File: config.mk
export PLATFORM = sky130hd
export DESIGN_NAME = cmd_parse
export DESIGN_NICKNAME = d
export VERILOG_FILES = /design/src/rtl/cmd_parse_pkg.sv /design/src/rtl/cmd_parse_timeout.sv /design/src/rtl/cmd_parse.sv
export SDC_FILE = /design/constraint.sdc
export NUM_CORES = 1
export LEC_CHECK = 0
export BUFFER_PORTS_ARGS = -buffer_cell sky130_fd_sc_hd__buf_2
export CORE_ASPECT_RATIO = 0.9
export CORE_MARGIN = 8
export CORE_UTILIZATION = 29
export DETAILED_ROUTE_END_ITERATION = 8
export GPL_ROUTABILITY_DRIVEN = 0
export PLACE_DENSITY = 0.45
export SLEW_MARGIN = 40
export SYNTH_ARGS = -nofsm -noshare
export SYNTH_HDL_FRONTEND = slang
export SYNTH_SLANG_ARGS = --single-unit
File: constraint.sdc
create_clock -name I_clk -period 3.9 [get_ports I_clk]
set_clock_uncertainty 0.15 [all_clocks]
set_input_delay 0.195 -clock I_clk [delete_from_list [all_inputs] [get_ports I_clk]]
set_output_delay 0.195 -clock I_clk [all_outputs]
set_load 0.005 [all_outputs]
File: src/rtl/cmd_parse_pkg.sv
`default_nettype none
// ============================================================================
// Module   : cmd_parse_pkg
// Brief    : Shared encodings for the host-command parser and the execution
//            stage: FSM states, frame markers, function codes, defaults.
// Revision : 1.0 - initial release
// ============================================================================
package cmd_parse_pkg;

  // Parser states, one per expected byte position plus the issue wait
  typedef enum logic [2:0] {
    SIDLE  = 3'd0,
    SADDR  = 3'd1,
    SFUNC  = 3'd2,
    SPARH  = 3'd3,
    SPARL  = 3'd4,
    STAIL  = 3'd5,
    SISSUE = 3'd6
  } state_t;

  // Frame markers
  localparam logic [7:0] HEAD = 8'hF0;
  localparam logic [7:0] TAIL = 8'hFF;

  // Host function codes; the set commands echo back as their check codes
  localparam logic [2:0] FN_RATE_CHK = 3'd1;
  localparam logic [2:0] FN_NUM_CHK  = 3'd2;
  localparam logic [2:0] FN_DATA     = 3'd3;
  localparam logic [2:0] FN_ADDR_CHK = 3'd4;
  localparam logic [2:0] FN_SET_RATE = 3'd5;
  localparam logic [2:0] FN_SET_NUM  = 3'd6;

  // Configuration register reset defaults
  localparam logic [15:0] RATE_DEFAULT_C = 16'd1000;
  localparam logic [15:0] NUM_DEFAULT_C  = 16'd2000;

  // A function byte is legal only when it is one of the six codes
  function automatic logic func_legal(input logic [7:0] b);
    return (b >= 8'd1) && (b <= 8'd6);
  endfunction

  // Command code handed to the execution stage for a given function
  function automatic logic [2:0] issue_code(input logic [2:0] func);
    case (func)
      FN_SET_RATE: issue_code = FN_RATE_CHK;
      FN_SET_NUM:  issue_code = FN_NUM_CHK;
      default:     issue_code = func;
    endcase
  endfunction

endpackage
`default_nettype wire

File: src/rtl/cmd_parse_timeout.sv
`default_nettype none
// ============================================================================
// Module   : cmd_byte_timeout
// Brief    : Saturating inter-byte counter; expire flags a stalled frame.
// Revision : 1.0 - initial release
// ============================================================================
module cmd_byte_timeout #(
  parameter int BYTE_TIMEOUT = 100000
) (
  input  logic clk,
  input  logic rst_n,
  input  logic clear,
  input  logic run,
  output logic expire
);

  localparam int             CW    = $clog2(BYTE_TIMEOUT + 1);
  localparam logic [CW-1:0]  LIMIT = CW'(BYTE_TIMEOUT);

  logic [CW-1:0] count;

  // Count idle cycles inside a frame; hold at the limit instead of wrapping
  always_ff @(posedge clk) begin
    if (!rst_n) begin
      count <= '0;
    end else if (clear) begin
      count <= '0;
    end else if (run && (count != LIMIT)) begin
      count <= count + 1'b1;
    end
  end

  assign expire = (count == LIMIT);

endmodule
`default_nettype wire

File: src/rtl/cmd_parse.sv
`default_nettype none
// ============================================================================
// Module   : cmd_parse
// Brief    : Host-command front end. Frames F0/addr/func/ph/pl/FF requests,
//            holds the sampling configuration and issues command strobes.
// Revision : 1.0 - initial release
// ============================================================================
module cmd_parse
  import cmd_parse_pkg::*;
#(
  parameter int          BYTE_TIMEOUT = 100000,
  parameter logic [15:0] RATE_DEFAULT = RATE_DEFAULT_C,
  parameter logic [15:0] NUM_DEFAULT  = NUM_DEFAULT_C
) (
  input  logic        I_clk,
  input  logic        I_rst_n,
  input  logic        I_rx_data_valid,
  input  logic [7:0]  I_rx_data,
  input  logic [7:0]  I_device_addr,
  input  logic        I_excutate_valid,
  output logic        O_cmd_valid,
  output logic [2:0]  O_cmd_data,
  output logic [15:0] O_sampling_rate,
  output logic [15:0] O_sampling_num,
  output logic        O_frame_err
);

  state_t      state, state_n;
  logic        addr_match, addr_match_n;
  logic [2:0]  func, func_n;
  logic [7:0]  param_hi, param_hi_n;
  logic [7:0]  param_lo, param_lo_n;
  logic [2:0]  code, code_n;
  logic        cmd_valid, cmd_valid_n;
  logic [2:0]  cmd_data, cmd_data_n;
  logic        frame_err, frame_err_n;
  logic [15:0] rate, rate_n;
  logic [15:0] num, num_n;

  logic        in_frame;
  logic        expire;
  logic [15:0] param;

  assign in_frame = (state == SADDR) || (state == SFUNC) || (state == SPARH) ||
                    (state == SPARL) || (state == STAIL);
  assign param    = {param_hi, param_lo};

  // Counter restarts on every byte and stays parked outside a frame
  cmd_byte_timeout #(
    .BYTE_TIMEOUT (BYTE_TIMEOUT)
  ) u_timeout (
    .clk    (I_clk),
    .rst_n  (I_rst_n),
    .clear  (I_rx_data_valid || !in_frame),
    .run    (in_frame),
    .expire (expire)
  );

  // State, frame fields and registered outputs
  always_ff @(posedge I_clk) begin
    if (!I_rst_n) begin
      state      <= SIDLE;
      addr_match <= 1'b0;
      func       <= '0;
      param_hi   <= '0;
      param_lo   <= '0;
      code       <= '0;
      cmd_valid  <= 1'b0;
      cmd_data   <= '0;
      frame_err  <= 1'b0;
      rate       <= RATE_DEFAULT;
      num        <= NUM_DEFAULT;
    end else begin
      state      <= state_n;
      addr_match <= addr_match_n;
      func       <= func_n;
      param_hi   <= param_hi_n;
      param_lo   <= param_lo_n;
      code       <= code_n;
      cmd_valid  <= cmd_valid_n;
      cmd_data   <= cmd_data_n;
      frame_err  <= frame_err_n;
      rate       <= rate_n;
      num        <= num_n;
    end
  end

  // Next-state, field capture, config update and strobe generation
  always_comb begin
    state_n      = state;
    addr_match_n = addr_match;
    func_n       = func;
    param_hi_n   = param_hi;
    param_lo_n   = param_lo;
    code_n       = code;
    cmd_valid_n  = 1'b0;
    cmd_data_n   = cmd_data;
    frame_err_n  = 1'b0;
    rate_n       = rate;
    num_n        = num;

    if (in_frame && expire) begin
      // A stalled frame is abandoned; a byte landing now is discarded too
      state_n     = SIDLE;
      frame_err_n = 1'b1;
    end else begin
      case (state)
        SIDLE: begin
          if (I_rx_data_valid && (I_rx_data == HEAD)) begin
            state_n = SADDR;
          end
        end
        SADDR: begin
          if (I_rx_data_valid) begin
            addr_match_n = (I_rx_data == I_device_addr);
            state_n      = SFUNC;
          end
        end
        SFUNC: begin
          if (I_rx_data_valid) begin
            if (func_legal(I_rx_data)) begin
              func_n  = I_rx_data[2:0];
              state_n = SPARH;
            end else begin
              frame_err_n = 1'b1;
              state_n     = SIDLE;
            end
          end
        end
        SPARH: begin
          if (I_rx_data_valid) begin
            param_hi_n = I_rx_data;
            state_n    = SPARL;
          end
        end
        SPARL: begin
          if (I_rx_data_valid) begin
            param_lo_n = I_rx_data;
            state_n    = STAIL;
          end
        end
        STAIL: begin
          if (I_rx_data_valid) begin
            if (I_rx_data != TAIL) begin
              frame_err_n = 1'b1;
              state_n     = SIDLE;
            end else if (!addr_match) begin
              // Frame for another unit: consume quietly
              state_n = SIDLE;
            end else begin
              if (func == FN_SET_RATE) rate_n = param;
              if (func == FN_SET_NUM)  num_n  = param;
              code_n  = issue_code(func);
              state_n = SISSUE;
            end
          end
        end
        SISSUE: begin
          // Host is not supposed to talk while a reply is pending
          if (I_rx_data_valid) begin
            frame_err_n = 1'b1;
          end
          if (I_excutate_valid) begin
            cmd_valid_n = 1'b1;
            cmd_data_n  = code;
            state_n     = SIDLE;
          end
        end
        default: begin
          state_n = SIDLE;
        end
      endcase
    end
  end

  assign O_cmd_valid     = cmd_valid;
  assign O_cmd_data      = cmd_data;
  assign O_frame_err     = frame_err;
  assign O_sampling_rate = rate;
  assign O_sampling_num  = num;

endmodule
`default_nettype wire

# == After elaboration in Yosys (flattened, before gate mapping) ==
# Index checks and enable logic that the tools add are counted.
# Widths: inputs -> output; s select.
# word_totals
word_cells,82
inputBits,20
ff_bits,80
# classes
bitwise_logic,4
n_mux,20
n_eq_ne,20
magnitude_cmp,2
reduce_logical,23
n_addsub,1
# ops
operator,count
$mux 3,9
$pmux 3 s7,1
$add 17x1->17 const B,1
$eq 17x17->1 const B,1
$ne 17x17->1 const B,1
$eq 3x3->1 const B,5
$ne 2x2->1 const B,7
$reduce_and 3->1,4
$reduce_and 6->1,2
$eq 8x8->1,1
$eq 8x8->1 const B,1
$ge 8x1->1 const B,1
$le 8x3->1 const B,1
$ne 8x8->1 const B,1
$mux 1,7
$reduce_and 7->1,1
$eq 3x2->1 const B,2
$pmux 3 s2,1
$logic_or 1x1->1,5
$reduce_and 5->1,1
$logic_and 1x1->1,4
$not 1->1,4
$reduce_and 4->1,1
$reduce_or 2->1,2
other kinds (6),6

# == Depth between registers and ports, before layout ==
# depth
word_depth,8
ltp_mapped,9

# == Modules after synthesis ==
# A second synthesis with hierarchy kept.
# unflattened
cells_unflattened,407
hier_area_um2,3564.7
# by_module_without_submodules
mod,area_per_inst_um2,cells_each,n_inst
cmd_parse,2701.3,309,1
cmd_byte_timeout,863.3,98,1

# == Worst setup path after synthesis ==
# Ideal clock, no wire load.
# synth_path
path_type,reg2reg
from,register u_timeout.count[2]
to,register rate[10] (netlist: O_sampling_rate[10])
setup_slack_ps,1461
setup_ps,72
required_time_ps,3678
arrival_ps,2217
stages_incl_launch_ff,7
cell_sequence,dfxtp_1 -> or4_1 -> or4_1 -> buf_6 -> o211ai_4 -> buf_6 -> mux2i_1
# synth_between
elab_chain_len,4
# synth_rtl
element,line_no,rtl
from (decl),cmd_parse_timeout.sv:20,logic [CW-1:0] count;
from (signal assigned),cmd_parse_timeout.sv:29,count <= count + 1'b1;
$eq 17x17->1,cmd_parse_timeout.sv:33,assign expire = (count == LIMIT);
$logic_and 1x1->1,cmd_parse.sv:102,if (in_frame && expire) begin
$not 1->1 (no line),-,
$reduce_and 6->1 (no line),-,
to (signal assigned),cmd_parse.sv:83,rate <= rate_n;
to (decl),cmd_parse.sv:37,"logic [15:0] rate, rate_n;"
# Every way passes these cells.
# A chain may end at the register's enable or synchronous reset.

# == Final worst setup path ==
# layout_path
from,register u_timeout.count[2]
to,register rate[1] (netlist: O_sampling_rate[1])
# Same word-level chain as after synthesis.

==> impl_metrics.py <==
metrics = {
    "status": {
        "status": "finished clean",
    },
    "sta": {
        "tns_ns": 0,
        "setup_viol": 0,
        "max_slew.worst_pin.slew_ns": 0.802,
        "whs_ns": 0.0391,
        "drv_slew": 0,
        "rsz0062_at_grt": "false",
        "slew_headroom": 0.463,
        "max_clock_freq_mhz": 348,
        "min_period_ns": 2.87,
        "fin_crit_sh": 0.736,
        "hold_viol": 0,
    },
    "cts": {
        "cts_resized": 0,
        "cts.sinks": 80,
        "worst_skew_pair.late_latency_ns": 0.33,
        "clockBufferDepth": 2,
        "path_clk_slew_ns": 0.06,
        "cts_setup_buffers": 0,
        "cts_tree": "built",
        "root_buffer": "clkbuf_16",
        "cts_buffers": 9,
        "htree_levels": 3,
        "cts_hold_buf": 0,
    },
    "detailed_routing": {
        "wirelength_um": 9230,
        "drc": 0,
        "drtIter0Drc": 202,
        "ant_nets": 0,
        "via_count": 2913,
        "dr.pass1.iters": 4,
        "wl_per_cell_um": 15.4,
        "via_per_inst": 4.86,
    },
    "global_route": {
        "grt_use_total": 0.119,
        "grt_max_degree": 54,
        "grt_overflow": 0,
        "grt_pass1_wl_um": 15400,
        "antenna_found_initial": 0,
        "first_global_vias": 2935,
    },
    "critical_path": {
        "critPathKind": "register to register",
        "required_ns": 4.01,
        "reg2reg_from": "u_timeout.count[2]$_SDFFE_PP0P_",
        "crit_arrival_ns": 2.98,
        "critPathMaxFanout": 16,
        "critPathCaptureType": "register",
        "cp_num_buf_inv": 0,
        "cp_cell_sequence": "or4_1, or4_1, o211ai_4, mux2i_1",
        "max_stage_delay_ns": 0.74,
        "cp_common_cell": "or4_1",
        "startpoint": "u_timeout.count[2]$_SDFFE_PP0P_",
        "critPathLaunchType": "register",
        "crit_family": "simple AND/OR/NAND/NOR gates",
        "critPathSlowestCell": "o211ai_4",
    },
    "final_layout": {
        "drive_above_1_share": 0.187,
        "n_fill_cell": 1226,
        "multi_input_area_um2": 1810,
        "syn2layout_area_growth_pct": 18.5,
        "final_nets": 457,
        "final_common_cell": "dfxtp_1",
        "seq_area_um2": 1600,
        "final_util": 0.350,
        "n_antenna_cell": 0,
        "layout_common_cells": "dfxtp_1 (80), nand2_1 (60), mux2i_1 (57)",
    },
    "synth": {
        "syn_nets": 408,
        "ys_seq_area_frac": 0.451,
        "ys_types": 43,
        "synthFlopType": "dfxtp_1",
        "ys.warnings.count": 0,
        "synth-edff-count": 0,
        "syn_area_um2": 3550,
        "ys_async_sr_fraction": 0,
        "synth_seq_cells": 80,
        "syn_area_per_cell_um2": 9.20,
        "postSynthCellCount": 386,
    },
    "min_path": {
        "hp-class": "primary input to register",
        "holdCritStartpoint": "I_rx_data[6]",
    },
    "floorplanning": {
        "core-area_um2": 12000,
        "start_util": 0.295,
        "num_io_pins": 57,
        "die_area_um2": 16100,
        "die-width_um": 133,
        "rows": 38,
        "die_h_um": 121,
    },
    "power_and_ir_drop": {
        "power_leakage_nw": 1.66,
        "ir_drop_mv": 0.171,
        "power_density_nw_per_um2": 388,
    },
    "place": {
        "io_buffers": 56,
        "hpwl_um": 6640,
    },
    "job": {
        "cap_violations": 0,
    },
}
## state kept, by name, indices dropped and copies added, names as in the netlist
register,flops
func,3
O_frame_err,1
addr_match,1
O_sampling_rate,16
param_lo,8
param_hi,8
O_sampling_num,16
code,3
O_cmd_data,3
O_cmd_valid,1
state,3
u_timeout.count,17
## tightest hold or removal path, cell delays in order
cell	delay, ns
buf_2	0.14
nand2_1	0.08
mux2i_1	0.06
## cells by family (layout without fill, tap and decap cells)
kind of cell	after synthesis	in the layout	share of synthesized area
xor gates and xnor gates	11	11	0.0271
adders and majority gates	2	2	0.00704
buffers and inverters	28	81	0.0419
AOI/OAI and AO/OA	48	48	0.0845
DFF	80	80	0.451
muxes	57	57	0.161
and+or+nand+nor	160	160	0.228
## per-stage QoR
step,total power [mW],cells,area (um^2),setup WS [ns]
after floorplan,0.866,386,3550,1.46
after global placement,0.892,584,3950,1.07
after detailed placement,0.892,584,3950,1.01
after CTS,1.66,599,4210,1.00
after global routing,1.70,599,4210,0.913
final,1.63,599,4210,1.03
## routing by layer
layer,wire (um),part of all wire,GRT usage
met1,4670,0.51,0.163
met2,3940,0.43,0.172
met3,506,0.055,0.0310
met4,116,0.013,0.0510
met5,0,0,0
## cell type report
cell class	count	share of cell area
sequential	80	0.381
inverter	6	0.00595
timing repair buffer	60	0.0737
clock inverter	5	0.00803
clock buffer	10	0.0544
tap	160	0.0476
multi-input combinational	278	0.430
## cells in the mapped netlist, types with 2 or more instances
| cell type | number | area [um^2] |
|---|---|---|
| a211oi_1 | 3 | 22.5 |
| a21oi_1 | 20 | 100 |
| and2_1 | 2 | 12.5 |
| and3_1 | 3 | 18.8 |
| and4b_1 | 2 | 20.0 |
| buf_2 | 2 | 10.0 |
| buf_6 | 3 | 33.8 |
| clkbuf_1 | 16 | 60.1 |
| dfxtp_1 | 80 | 1600 |
| ha_1 | 2 | 25.0 |
| inv_1 | 5 | 18.8 |
| mux2i_1 | 57 | 571 |
| nand2_1 | 60 | 225 |
| nand2b_1 | 4 | 25.0 |
| nand3_1 | 9 | 45.0 |
| nand4_1 | 11 | 68.8 |
| nand4b_1 | 2 | 17.5 |
| nor2_1 | 31 | 116 |
| nor3_1 | 4 | 20.0 |
| nor4_1 | 3 | 18.8 |
| nor4b_1 | 2 | 17.5 |
| o211ai_1 | 2 | 15.0 |
| o21ai_0 | 14 | 70.1 |
| o31ai_1 | 2 | 15.0 |
| or3_1 | 10 | 62.6 |
| or4_1 | 10 | 75.1 |
| xnor2_1 | 11 | 96.3 |
## where the power goes
part	switching, mW	leakage, nW	internal, mW
Clock	0.334	0.125	0.427
Sequential	0.000117	0.644	0.817
Combinational	0.0374	0.893	0.0187
## path summary, 6_finish.rpt
check                                         end  slack [ns]  cells after the start
hold / removal           param_lo[6]$_SDFFE_PN0P_        0.04                      3
hold reg to reg    O_sampling_num[0]$_SDFFE_PN0P_        0.31                      2
setup reg to reg  O_sampling_rate[1]$_SDFFE_PN0P_        1.03                      4
setup / recovery  O_sampling_rate[1]$_SDFFE_PN0P_        1.03                      4
Power figures use the tool's default switching activity.
